`src/rtl/mem_dump_uart.sv`:
```
// mem_dump_uart: reads a range of core data-memory words and streams them out as 8N1 UART bytes, LSB byte first
// Ports: sys_clk/sys_rst_n clock and async active-low reset; start/start_addr/word_count dump request;
//   data_flag/data_addr/data_in core read port; uart_tx serial line; busy during dump; done completion pulse
module mem_dump_uart #(
  parameter int unsigned CLKS_PER_BIT = 434,
  parameter int unsigned RD_LATENCY = 1,
  parameter int unsigned ADDR_STEP = 4
) (
  input  logic        sys_clk,
  input  logic        sys_rst_n,
  input  logic        start,
  input  logic [15:0] start_addr,
  input  logic [15:0] word_count,
  output logic        data_flag,
  output logic [15:0] data_addr,
  input  logic [31:0] data_in,
  output logic        uart_tx,
  output logic        busy,
  output logic        done
);
  localparam int CW = CLKS_PER_BIT > 1 ? $clog2(CLKS_PER_BIT) : 1;
  localparam logic [CW-1:0] CLK_MAX = CW'(CLKS_PER_BIT - 1);
  localparam logic [1:0] LAT_MAX = 2'(RD_LATENCY);
  localparam logic [15:0] STEP = 16'(ADDR_STEP);
  typedef enum logic [1:0] {IDLE, REQ, SEND, FIN} state_t;
  state_t state, state_nx;
  logic [CW-1:0] clk_cnt;
  logic [5:0] bit_cnt;
  logic [1:0] lat_cnt;
  logic [15:0] words;
  logic [39:0] frame;
  logic bit_end, lat_end, word_end;
  assign bit_end = clk_cnt == CLK_MAX;
  assign lat_end = lat_cnt == LAT_MAX;
  assign word_end = state == SEND && bit_end && bit_cnt == 6'd39;
  // the whole word is preloaded as four start/data/stop frames and shifted out with
  // ones filling in, so the line idles high with no output mux
  assign uart_tx = frame[0];
  always_ff @(posedge sys_clk or negedge sys_rst_n)
    if (!sys_rst_n) state <= IDLE;
    else state <= state_nx;
  always_comb begin
    state_nx = state;
    data_flag = 1'b0;
    busy = 1'b0;
    done = 1'b0;
    case (state)
      IDLE: if (start) state_nx = word_count == 16'd0 ? FIN : REQ;
      REQ: begin
        data_flag = 1'b1;
        busy = 1'b1;
        if (lat_end) state_nx = SEND;
      end
      SEND: begin
        busy = 1'b1;
        if (word_end) state_nx = words == 16'd1 ? FIN : REQ;
      end
      FIN: begin
        done = 1'b1;
        state_nx = IDLE;
      end
    endcase
  end
  always_ff @(posedge sys_clk or negedge sys_rst_n)
    if (!sys_rst_n) begin
      data_addr <= 16'd0;
      words <= 16'd0;
      lat_cnt <= 2'd0;
      clk_cnt <= '0;
      bit_cnt <= 6'd0;
      frame <= '1;
    end else begin
      if (state == IDLE && start && word_count != 16'd0) begin
        data_addr <= start_addr;
        words <= word_count;
      end
      lat_cnt <= state == REQ && !lat_end ? lat_cnt + 2'd1 : 2'd0;
      clk_cnt <= state == SEND && !bit_end ? clk_cnt + 1'b1 : '0;
      if (state == REQ && lat_end)
        frame <= {1'b1, data_in[31:24], 1'b0, 1'b1, data_in[23:16], 1'b0,
                  1'b1, data_in[15:8], 1'b0, 1'b1, data_in[7:0], 1'b0};
      else if (state == SEND && bit_end)
        frame <= {1'b1, frame[39:1]};
      if (state == SEND && bit_end) bit_cnt <= bit_cnt == 6'd39 ? 6'd0 : bit_cnt + 6'd1;
      if (word_end) begin
        words <= words - 16'd1;
        if (words != 16'd1) data_addr <= data_addr + STEP;
      end
    end
endmodule

```
`config.mk`:
```
export PLATFORM = sky130hd
export DESIGN_NAME = mem_dump_uart
export DESIGN_NICKNAME = d
export VERILOG_FILES = /design/src/rtl/mem_dump_uart.sv
export SDC_FILE = /design/constraint.sdc
export NUM_CORES = 1
export LEC_CHECK = 0
export BUFFER_PORTS_ARGS = -buffer_cell sky130_fd_sc_hd__buf_2
export CORE_UTILIZATION = 35
export CTS_BUF_LIST = sky130_fd_sc_hd__clkbuf_8
export CTS_CLUSTER_DIAMETER = 200
export DETAILED_ROUTE_END_ITERATION = 10
export HOLD_SLACK_MARGIN = 0.02
export PLACE_DENSITY_LB_ADDON = 0.05
export SLEW_MARGIN = 20
export SYNTH_ARGS = -nofsm -noshare
export SYNTH_HDL_FRONTEND = slang
export SYNTH_SLANG_ARGS = --single-unit
export TNS_END_PERCENT = 5
```
`constraint.sdc`:
```
create_clock -name sys_clk -period 2.18 [get_ports sys_clk]
set_input_delay 0.327 -clock sys_clk [delete_from_list [all_inputs] [get_ports sys_clk]]
set_output_delay 0.327 -clock sys_clk [all_outputs]
set_load 0.05 [all_outputs]
```
; ---- Word level (Yosys, flattened, before mapping)
; Index checks and enable logic that the tools add are counted.
[classes]
n_addsub = 5
mul = 0
div_mod_pow = 0
order_cmp = 0
eq_ne = 11
n_shift = 0
muxes = 19
bitwise_logic = 0
reduce_logical = 16
[op_table]
columns = cell, count
row1 = two-way mux 16 bit, 5
row2 = two-way mux 40 bit, 2
row3 = adder 16 x 3 -> 16 bit (second input constant), 1
row4 = == test 16 x 1 -> 1 bit (second input constant), 1
row5 = zero test 16 bit, 1
row6 = inequality test 16 x 1 -> 1 bit (second input constant), 1
row7 = nonzero test 16 bit, 1
row8 = subtractor 16 x 1 -> 16 bit (second input constant), 1
row9 = two-way mux 2 bit, 6
row10 = adder 9 x 1 -> 9 bit (second input constant), 1
row11 = == test 9 bit (second input constant), 1
row12 = two-way mux 9 bit, 1
row13 = case mux 2 bit (4 select lines), 1
row14 = logical AND 1 bit, 7
row15 = adder 6 x 1 -> 6 bit (second input constant), 1
row16 = == test 6 bit (second input constant), 1
row17 = two-way mux 6 bit, 1
row18 = inequality test 2 bit (second input constant), 3
row19 = == test 2 x 1 -> 1 bit (second input constant), 2
row20 = == test 2 bit (second input constant), 2
row21 = nonzero test 2 bit, 2
row22 = two-way mux 1 bit, 3
row23 = AND reduction 3 bit, 1
row24 = adder 2 x 1 -> 2 bit (second input constant), 1
row25 = 3 further kinds, 4
[word_totals]
register_bits = 91
latchBits = 0
mem_bits_rw = 0
mem_bits_ro = 0
input_bits = 67
output_inout_bits = 20
word_cells = 58
memories = 0

; ---- Longest topological paths before layout
; Gate-level depths: netlist (run 1).
[depth]
word_depth = 6
ltp_mapped = 10
ltp_nobuf = 7

; ---- Worst setup path after synthesis (run 1)
; No wires, ideal clock.
[synth_timing]
path_kind = register to register
start = register data_addr[2]
end = register data_addr[14]
setup_ps = 87
arrival_ps = 1970
required_time_ps = 2093
slack_ps = 123
path_stages_with_launch = 6
n_path_buf = 0
synth_period_minus_slack_ps = 2057
cell_sequence = dfrtp_1 ha_1 nand4_1 or2_2 or3_1 a211oi_2
[synth_via]
elab_chain_cells = 3
[synth_rtl]
columns = element, line
row1 = from (decl), 15  ; output logic [15:0] data_addr,
row2 = from (signal assigned), 74  ; data_addr <= start_addr;
row3 = from (signal assigned), 87  ; if (words != 16'd1) data_addr <= data_addr + STEP;
row4 = adder 16 x 3 -> 16 bit, 87
row5 = two-way mux 16 bit, 87
row6 = two-way mux 16 bit, 85  ; if (word_end) begin
; Every way passes these cells.
; A chain may end at the register's enable or synchronous reset.

; ---- Worst setup path in the final report (run 1)
[layout_timing]
start = register clk_cnt[0]
end = register words[15]
[layout_via]
elab_chain_cells = 4
word_cells_on_any_way = 5
classes_between = eq/ne: 1 / mux: 1 / reduce/logical: 3
[layout_rtl]
columns = element, line
row1 = from (decl), 27  ; logic [CW-1:0] clk_cnt;
row2 = from (signal assigned), 78  ; clk_cnt <= state == SEND && !bit_end ? clk_cnt + 1'b1 : '0;
row3 = == test 9 bit *, 33  ; assign bit_end = clk_cnt == CLK_MAX;
row4 = logical AND 1 bit * (2 in series), 35  ; assign word_end = state == SEND && bit_end && bit_cnt == 6'd39;
row5 = two-way mux 16 bit / nonzero test 2 bit (equally long branches), -
row6 = to (signal assigned), 75  ; words <= word_count;
row7 = to (signal assigned), 86  ; words <= words - 16'd1;
row8 = to (decl), 30  ; logic [15:0] words;
; Every way passes the cells marked *; elsewhere a longest branch is shown, timed or not.

==> results of run 1 <==
==> layout by cell type, fill, tap and decap left out, drive strengths merged, types with 3 or more instances in the layout <==
| cell | n |
|---|---|
| and3 | 7 |
| dfstp | 39 |
| inv | 21 |
| ha | 12 |
| a21o | 3 |
| and2 | 3 |
| a21oi | 23 |
| a221o | 6 |
| a31oi | 32 |
| o21ai | 18 |
| nand4 | 7 |
| nor3 | 20 |
| clkbuf | 9 |
| xnor2 | 8 |
| or4 | 3 |
| dfrtp | 51 |
| nand3 | 14 |
| buf | 113 |
| nor2 | 73 |
| nor4 | 12 |
| nand2 | 105 |
| and4 | 3 |
| o22ai | 5 |
| a211oi | 11 |
==> stage by stage <==
stage	setup WS (ns)	instance area, sq um
floorplan	0.123	4810
finish	0.119	5880
detailed placement	-0.0672	5580
CTS	0.0214	5810
global route	-0.0207	5880
global placement	0.0286	5580
==> worst register-to-register path, cell delays in order (launching register included) <==
cell and delay [ns]:
dfrtp_1 0.43, ha_1 0.21, and4b_1 0.24, nand2_2 0.28, nor2_1 0.15, buf_4 0.19, a21o_1 0.17, a221o_1 0.29
==> timing repair <==
action,4_1_cts,5_1_grt
pin swaps,1,3
buffers inserted,1,2
hold endpoints to repair,27,0
setup endpoints to repair,9,25
gates resized for setup,1,9
hold buffers,1,0
==> worst paths after layout <==
| kind | start | endpoint | slack, ns | cells after the start |
|---|---|---|---|---|
| setup / recovery | clk_cnt[0]$_DFF_PN0_ | words[15]$_DFFE_PN0P_ | 0.12 | 7 |
| hold / removal | start_addr[1] | data_addr[1]$_DFFE_PN0P_ | 0.13 | 3 |
| setup reg to reg | clk_cnt[0]$_DFF_PN0_ | words[15]$_DFFE_PN0P_ | 0.12 | 7 |
| hold reg to reg | lat_cnt[0]$_DFF_PN0_ | lat_cnt[0]$_DFF_PN0_ | 0.44 | 1 |
| max in group asynchronous | sys_rst_n | frame[4]$_DFFE_PN1P_ | 1.04 | 3 |
| min in group asynchronous | sys_rst_n | words[6]$_DFFE_PN0P_ | 0.43 | 2 |
==> cells by family (layout without fill, tap and decap cells) <==
logic type,Yosys count,count (layout),share of synthesized area
buffers and inverters,41,147,0.0377
DFF,90,90,0.479
muxes,3,3,0.00651
and+or+nand+nor,262,262,0.257
AOI/OAI and AO/OA,116,116,0.171
adders and majority gates,12,12,0.0312
xor gates and xnor gates,10,10,0.0182
==> cell type report <==
| class | count | area share |
|---|---|---|
| sequential | 90 | 0.391 |
| clock buffer | 9 | 0.0211 |
| inverter | 17 | 0.0108 |
| timing repair buffer | 114 | 0.122 |
| tap | 176 | 0.0374 |
| clock inverter | 7 | 0.0123 |
| multi-input combinational | 403 | 0.405 |
==> power by group through the flow <==
stage	clock [uW]	sequential (uW)	combinational, uW
after global routing	1330	3200	3200
after CTS	1250	3090	2890
final	1210	3100	2880
after global placement	0	3100	2800
after floorplan	0	3490	1610
after detailed placement	0	3120	2850
==> cells in the mapped netlist, drive strengths merged, types with 2 or more instances <==
cell type,count
or4,3
and4b,2
a41oi,2
a21o,3
xnor2,8
buf,6
nand4b,2
nand4,7
a211oi,11
and3,7
nor4,12
ha,12
nand2,105
nand3,14
and4,3
a221o,6
dfstp,39
inv,17
o32ai,2
o31ai,2
a21oi,23
nor2b,2
a31oi,32
or2,2
nor4b,2
mux2i,2
clkbuf,18
xor2,2
and2,3
nor2,73
or3,2
o21ai,18
nor3,20
o211ai,2
dfrtp,51
o22ai,5
==> sequential cells by signal, summed over array words and instances (netlist names) <==
| name | cells |
|---|---|
| data_addr | 16 |
| words | 16 |
| bit_cnt | 6 |
| frame | 39 |
| state | 2 |
| clk_cnt | 9 |
| lat_cnt | 2 |
==> per-layer routing <==
layer	vias to the layer above	global-route usage	part of all wire
li1	2107	-	-
met1	2050	0.253	0.47
met2	83	0.297	0.46
met3	12	0.0398	0.048
met4	0	0.0617	0.014
met5	-	0	0
==> flow_summary_export.csv, run 1 <==
group,metric,value,unit
pwr,cellPowerDensity,1220,nW/um^2
yosys,ys_seq_elements,90,
floorplan,coreArea,13300,sq um
pwr,p_switching,3050,uW
yosys,synth_edf_count,0,
critical_path,endpoint_kind,"flip-flop",
place,portBuffers,86,
floorplan,row_count,42,
finish,fin_cells,816,
sta,grt_setup_unrepaired,"true",
sta,fmax,485,MHz
pwr,intPower,4140,uW
yosys,synth_top_area_frac,0.265,
sta,setup_violations,0,
yosys,synth.area.top_cells,"dfrtp_1 (27%), dfstp_2 (21%), nand2_1 (8.1%), nor2_1 (5.6%), a31oi_1 (4.0%)",
grt,antenna_found_initial,0,
critical_path,path_delay_family,"simple AND/OR/NAND/NOR gates",
floorplan,dieArea,14200,sq um
pwr,comb_power_share,0.401,
sta,hold_ws,0.127,ns
sta,fin_crit,2.06,ns
yosys,synth.distinct_cells,68,
sta,finClkSkew,0.0116,ns
finish,multi_input_area,2380,sq um
critical_path,arrival,2.33,ns
grt,overflow,0,
yosys,ys_seq_area_frac,0.479,
place,place_inst,796,
finish,diodes,0,
critical_path,cp-start-kind,"flip-flop",
run_status,status,"completed",
finish,seq_area,2300,sq um
pwr,power,7190,uW
pwr,leakagePower,0.00256,uW
finish,fillers,1339,
sta,tightest_slew,0.499,ns
clock_tree,cts_tree,"built",
clock_tree,htree_levels,3,
pwr,p_sw_frac,0.424,
critical_path,worstSetupPathType,"reg -> reg",
clock_tree,cts_buffers,9,
sta,slew_headroom,0.665,
routing,drtPass1Iterations,4,
finish,area_delta_synth_final,22.4,%
finish,layout.nets,714,
floorplan,die_x,119,microns
sta,final-hold-violation-count,0,
routing,wire_per_inst,15.1,microns
routing,ant_nets,0,
sta,tns,0,ns
grt,grt_start_max_net_pins,67,
floorplan,start_util,0.362,
yosys,yosys.area.top_type,"dfrtp_1",
grt,grt_pass1_wl,21100,microns
critical_path,path_cells,"ha_1 -> and4b_1 -> nand2_2 -> nor2_1 -> buf_4 -> a21o_1 -> a221o_1",
finish,drive_gt1_frac,0.308,
yosys,synthCells,534,
grt,grt.total_usage,0.187,
critical_path,max_stage_delay,0.43,ns
sta,period_share,0.945,
clock_tree,clock-sinks,90,
critical_path,slowest_stage,"dfrtp_1",
finish,fin_util,0.443,
routing,route.final.wire_length,12300,microns
floorplan,io_pins,87,
yosys,synth_fp_nets,613,
routing,drt_iter0_drc,227,
floorplan,die_h,119,microns
clock_tree,cts_root_buf,"clkbuf_8",
clock_tree,clk_latency,0.38,ns
pwr,clkPwrFrac,0.168,
yosys,syn_area,4810,sq um
pwr,irDropWorstVdd,0.528,mV
yosys,async_flop_share,1.00,
yosys,avgSynthCellArea,9.00,sq um
yosys,synth_ff_type,"dfrtp_1",
routing,remaining_drc_errors,0,
clock_tree,clk_pin_slew,0.10,ns
clock_tree,cts_buffer_depth,2,
routing,routed_via_density,5.21,
yosys,yosysWarningCount,0,
routing,vias,4252,
place,gp_congestion,0.801,
grt,grt_pass1_vias,4200,
critical_path,crit_path_max_fanout,8,
critical_path,crit_required,2.45,ns
hold_path,hold_class,"in -> reg",
sta,slew_violations,0,
flow_run,cap_violations,0,
critical_path,critPathBufInv,1,
pwr,seqPwrFrac,0.431,
place,dp_hpwl,8620,microns
(Power assumes the default switching activity.)
==> run 2, diff against run 1 <==
--- a/config.mk
+++ b/config.mk
@@ -10,7 +10,8 @@
 export CTS_BUF_LIST = sky130_fd_sc_hd__clkbuf_8
 export CTS_CLUSTER_DIAMETER = 200
 export DETAILED_ROUTE_END_ITERATION = 10
-export HOLD_SLACK_MARGIN = 0.02
+export GPL_TIMING_DRIVEN = 0
+export HOLD_SLACK_MARGIN = 0.15
 export PLACE_DENSITY_LB_ADDON = 0.05
 export SLEW_MARGIN = 20
 export SYNTH_ARGS = -nofsm -noshare
==> flow_summary_export.csv, run 2 (synthesized netlist as in run 1, its figures left out) <==
group,metric,value,unit
sta,finClkSkew,0.00792,ns
routing,ant_nets,0,
sta,tightest_slew,0.946,ns
finish,top_register,"frame",
finish,mostFrequentLayoutCells,"nand2_1 (102), buf_2 (87), nor2_1 (71)",
finish,layout.nets,720,
routing,wire_per_inst,15.3,microns
routing,remaining_drc_errors,0,
routing,drtPass1Iterations,4,
floorplan,coreArea,13300,sq um
clock_tree,cts_root_buf,"clkbuf_8",
finish,diodes,0,
critical_path,worstSetupPathType,"in -> reg",
sta,fmax,462,MHz
hold_path,min_to,"frame[15]$_DFFE_PN1P_",
pwr,power,7180,uW
pwr,cellPowerDensity,1220,nW/um^2
floorplan,dieArea,14200,sq um
grt,grt_pass1_wl,21000,microns
pwr,irDropWorstVdd,0.587,mV
clock_tree,cts_buffers,9,
critical_path,crit_required,2.44,ns
finish,top_regs,"frame x39, data_addr x16, words x16",
critical_path,r2r-end,"data_addr[14]$_DFF_PN0_",
flow_run,cap_violations,0,
grt,grt.total_usage,0.188,
hold_path,hp-start,"data_in[12]",
clock_tree,cts_tree,"built",
sta,setup_violations,0,
floorplan,die_x,119,microns
finish,area_delta_synth_final,22.4,%
place,dp_hpwl,9050,microns
sta,hold_ws,0.174,ns
critical_path,reg2regPathDepth,9,
routing,drt_iter0_drc,338,
critical_path,crit_path_max_fanout,6,
place,portBuffers,86,
critical_path,arrival,2.43,ns
clock_tree,clock-sinks,90,
sta,slew_headroom,0.363,
sta,period_share,0.993,
finish,final_common_cell,"nand2_1",
finish,largest_reg_flops,39,
routing,vias,4298,
sta,final-hold-violation-count,0,
grt,grt_start_max_net_pins,56,
hold_path,hold_class,"in -> reg",
floorplan,io_pins,87,
clock_tree,cts_buffer_depth,2,
routing,route.final.wire_length,12600,microns
run_status,status,"completed",
place,place_inst,797,
place,gp_congestion,0.815,
grt,overflow,0,
floorplan,row_count,42,
sta,grt_setup_unrepaired,"true",
finish,fin_util,0.442,
sta,fin_crit,2.16,ns
critical_path,rrSetupSlack,0.04,ns
clock_tree,clk_pin_slew,0.09,ns
finish,drive_gt1_frac,0.291,
finish,fin_cells,822,
sta,tns,0,ns
sta,slew_violations,0,
grt,antenna_found_initial,0,
floorplan,die_h,119,microns
pwr,leakagePower,0.00253,uW
critical_path,r2r-start,"state[0]$_DFFE_PN0P_",
grt,grt_pass1_vias,4098,
clock_tree,clk_latency,0.38,ns
critical_path,cp-start-kind,"input pin",
floorplan,start_util,0.362,
hold_path,hold_depth,3,
routing,routed_via_density,5.23,
clock_tree,htree_levels,3,
critical_path,endpoint_kind,"flip-flop",
run 2: where the power goes:
part | internal [uW] | switching, uW
logic | 1040 | 1790
registers | 2540 | 599
clock network | 564 | 637
total | 4150 | 3030
run 2: final cells by class:
class / instances / area [sq um]
fillers: 1339 / 7410
multi-input cells: 403 / 2420
flip-flops and latches: 90 / 2300
repair buffers: 96 / 542
well taps: 176 / 220
clock buffers: 10 / 138
plain buffers: 24 / 134
clock inverters: 6 / 63.8
inverters: 17 / 63.8
run 2: stage by stage:
stage	worst slack, ns	cell area, sq um
floorplan	0.123	4810
global placement	-0.205	5460
detailed placement	-0.180	5490
CTS	0.00175	5810
global route	-0.142	5880
finish	0.0163	5880
run 2: worst max-delay path by stage:
stage / start / end / slack (ns)
3_5_place_dp: state[0]$_DFFE_PN0P_ / data_addr[15]$_DFF_PN0_ / -0.18
4_1_cts: state[0]$_DFFE_PN0P_ / frame[37]$_DFFE_PN1P_ / 0.002
6_report: word_count[5] / data_addr[8]$_DFF_PN0_ / 0.02
5_1_grt: clk_cnt[1]$_DFF_PN0_ / frame[37]$_DFFE_PN1P_ / -0.14
3_3_place_gp: sys_rst_n / clk_cnt[3]$_DFF_PN0_ / -0.21
2_1_floorplan: data_addr[2]$_DFF_PN0_ / data_addr[14]$_DFF_PN0_ / 0.12
run 2: per-layer routing:
metal	GRT usage	vias to the layer above	wire length, microns
li1	-	2114	-
met1	0.254	2070	6010
met2	0.292	107	5830
met3	0.0532	7	634
met4	0.0530	0	133
met5	0	-	0
run 2: repair_timing:
action,in CTS,in global routing
setup endpoints to repair,24,67
hold buffers,4,0
endpoints found under the hold margin,38,0
pin swaps,1,2
resized for setup,10,19
setup buffers,4,1
cloned,0,0
run 2: worst max-delay path, cell delays in order:
cell and delay, ns:
buf_2 0.10, nor4_1 0.81, a41o_1 0.61, o31ai_4 0.19, buf_4 0.18, a21oi_1 0.14, nor3_2 0.06
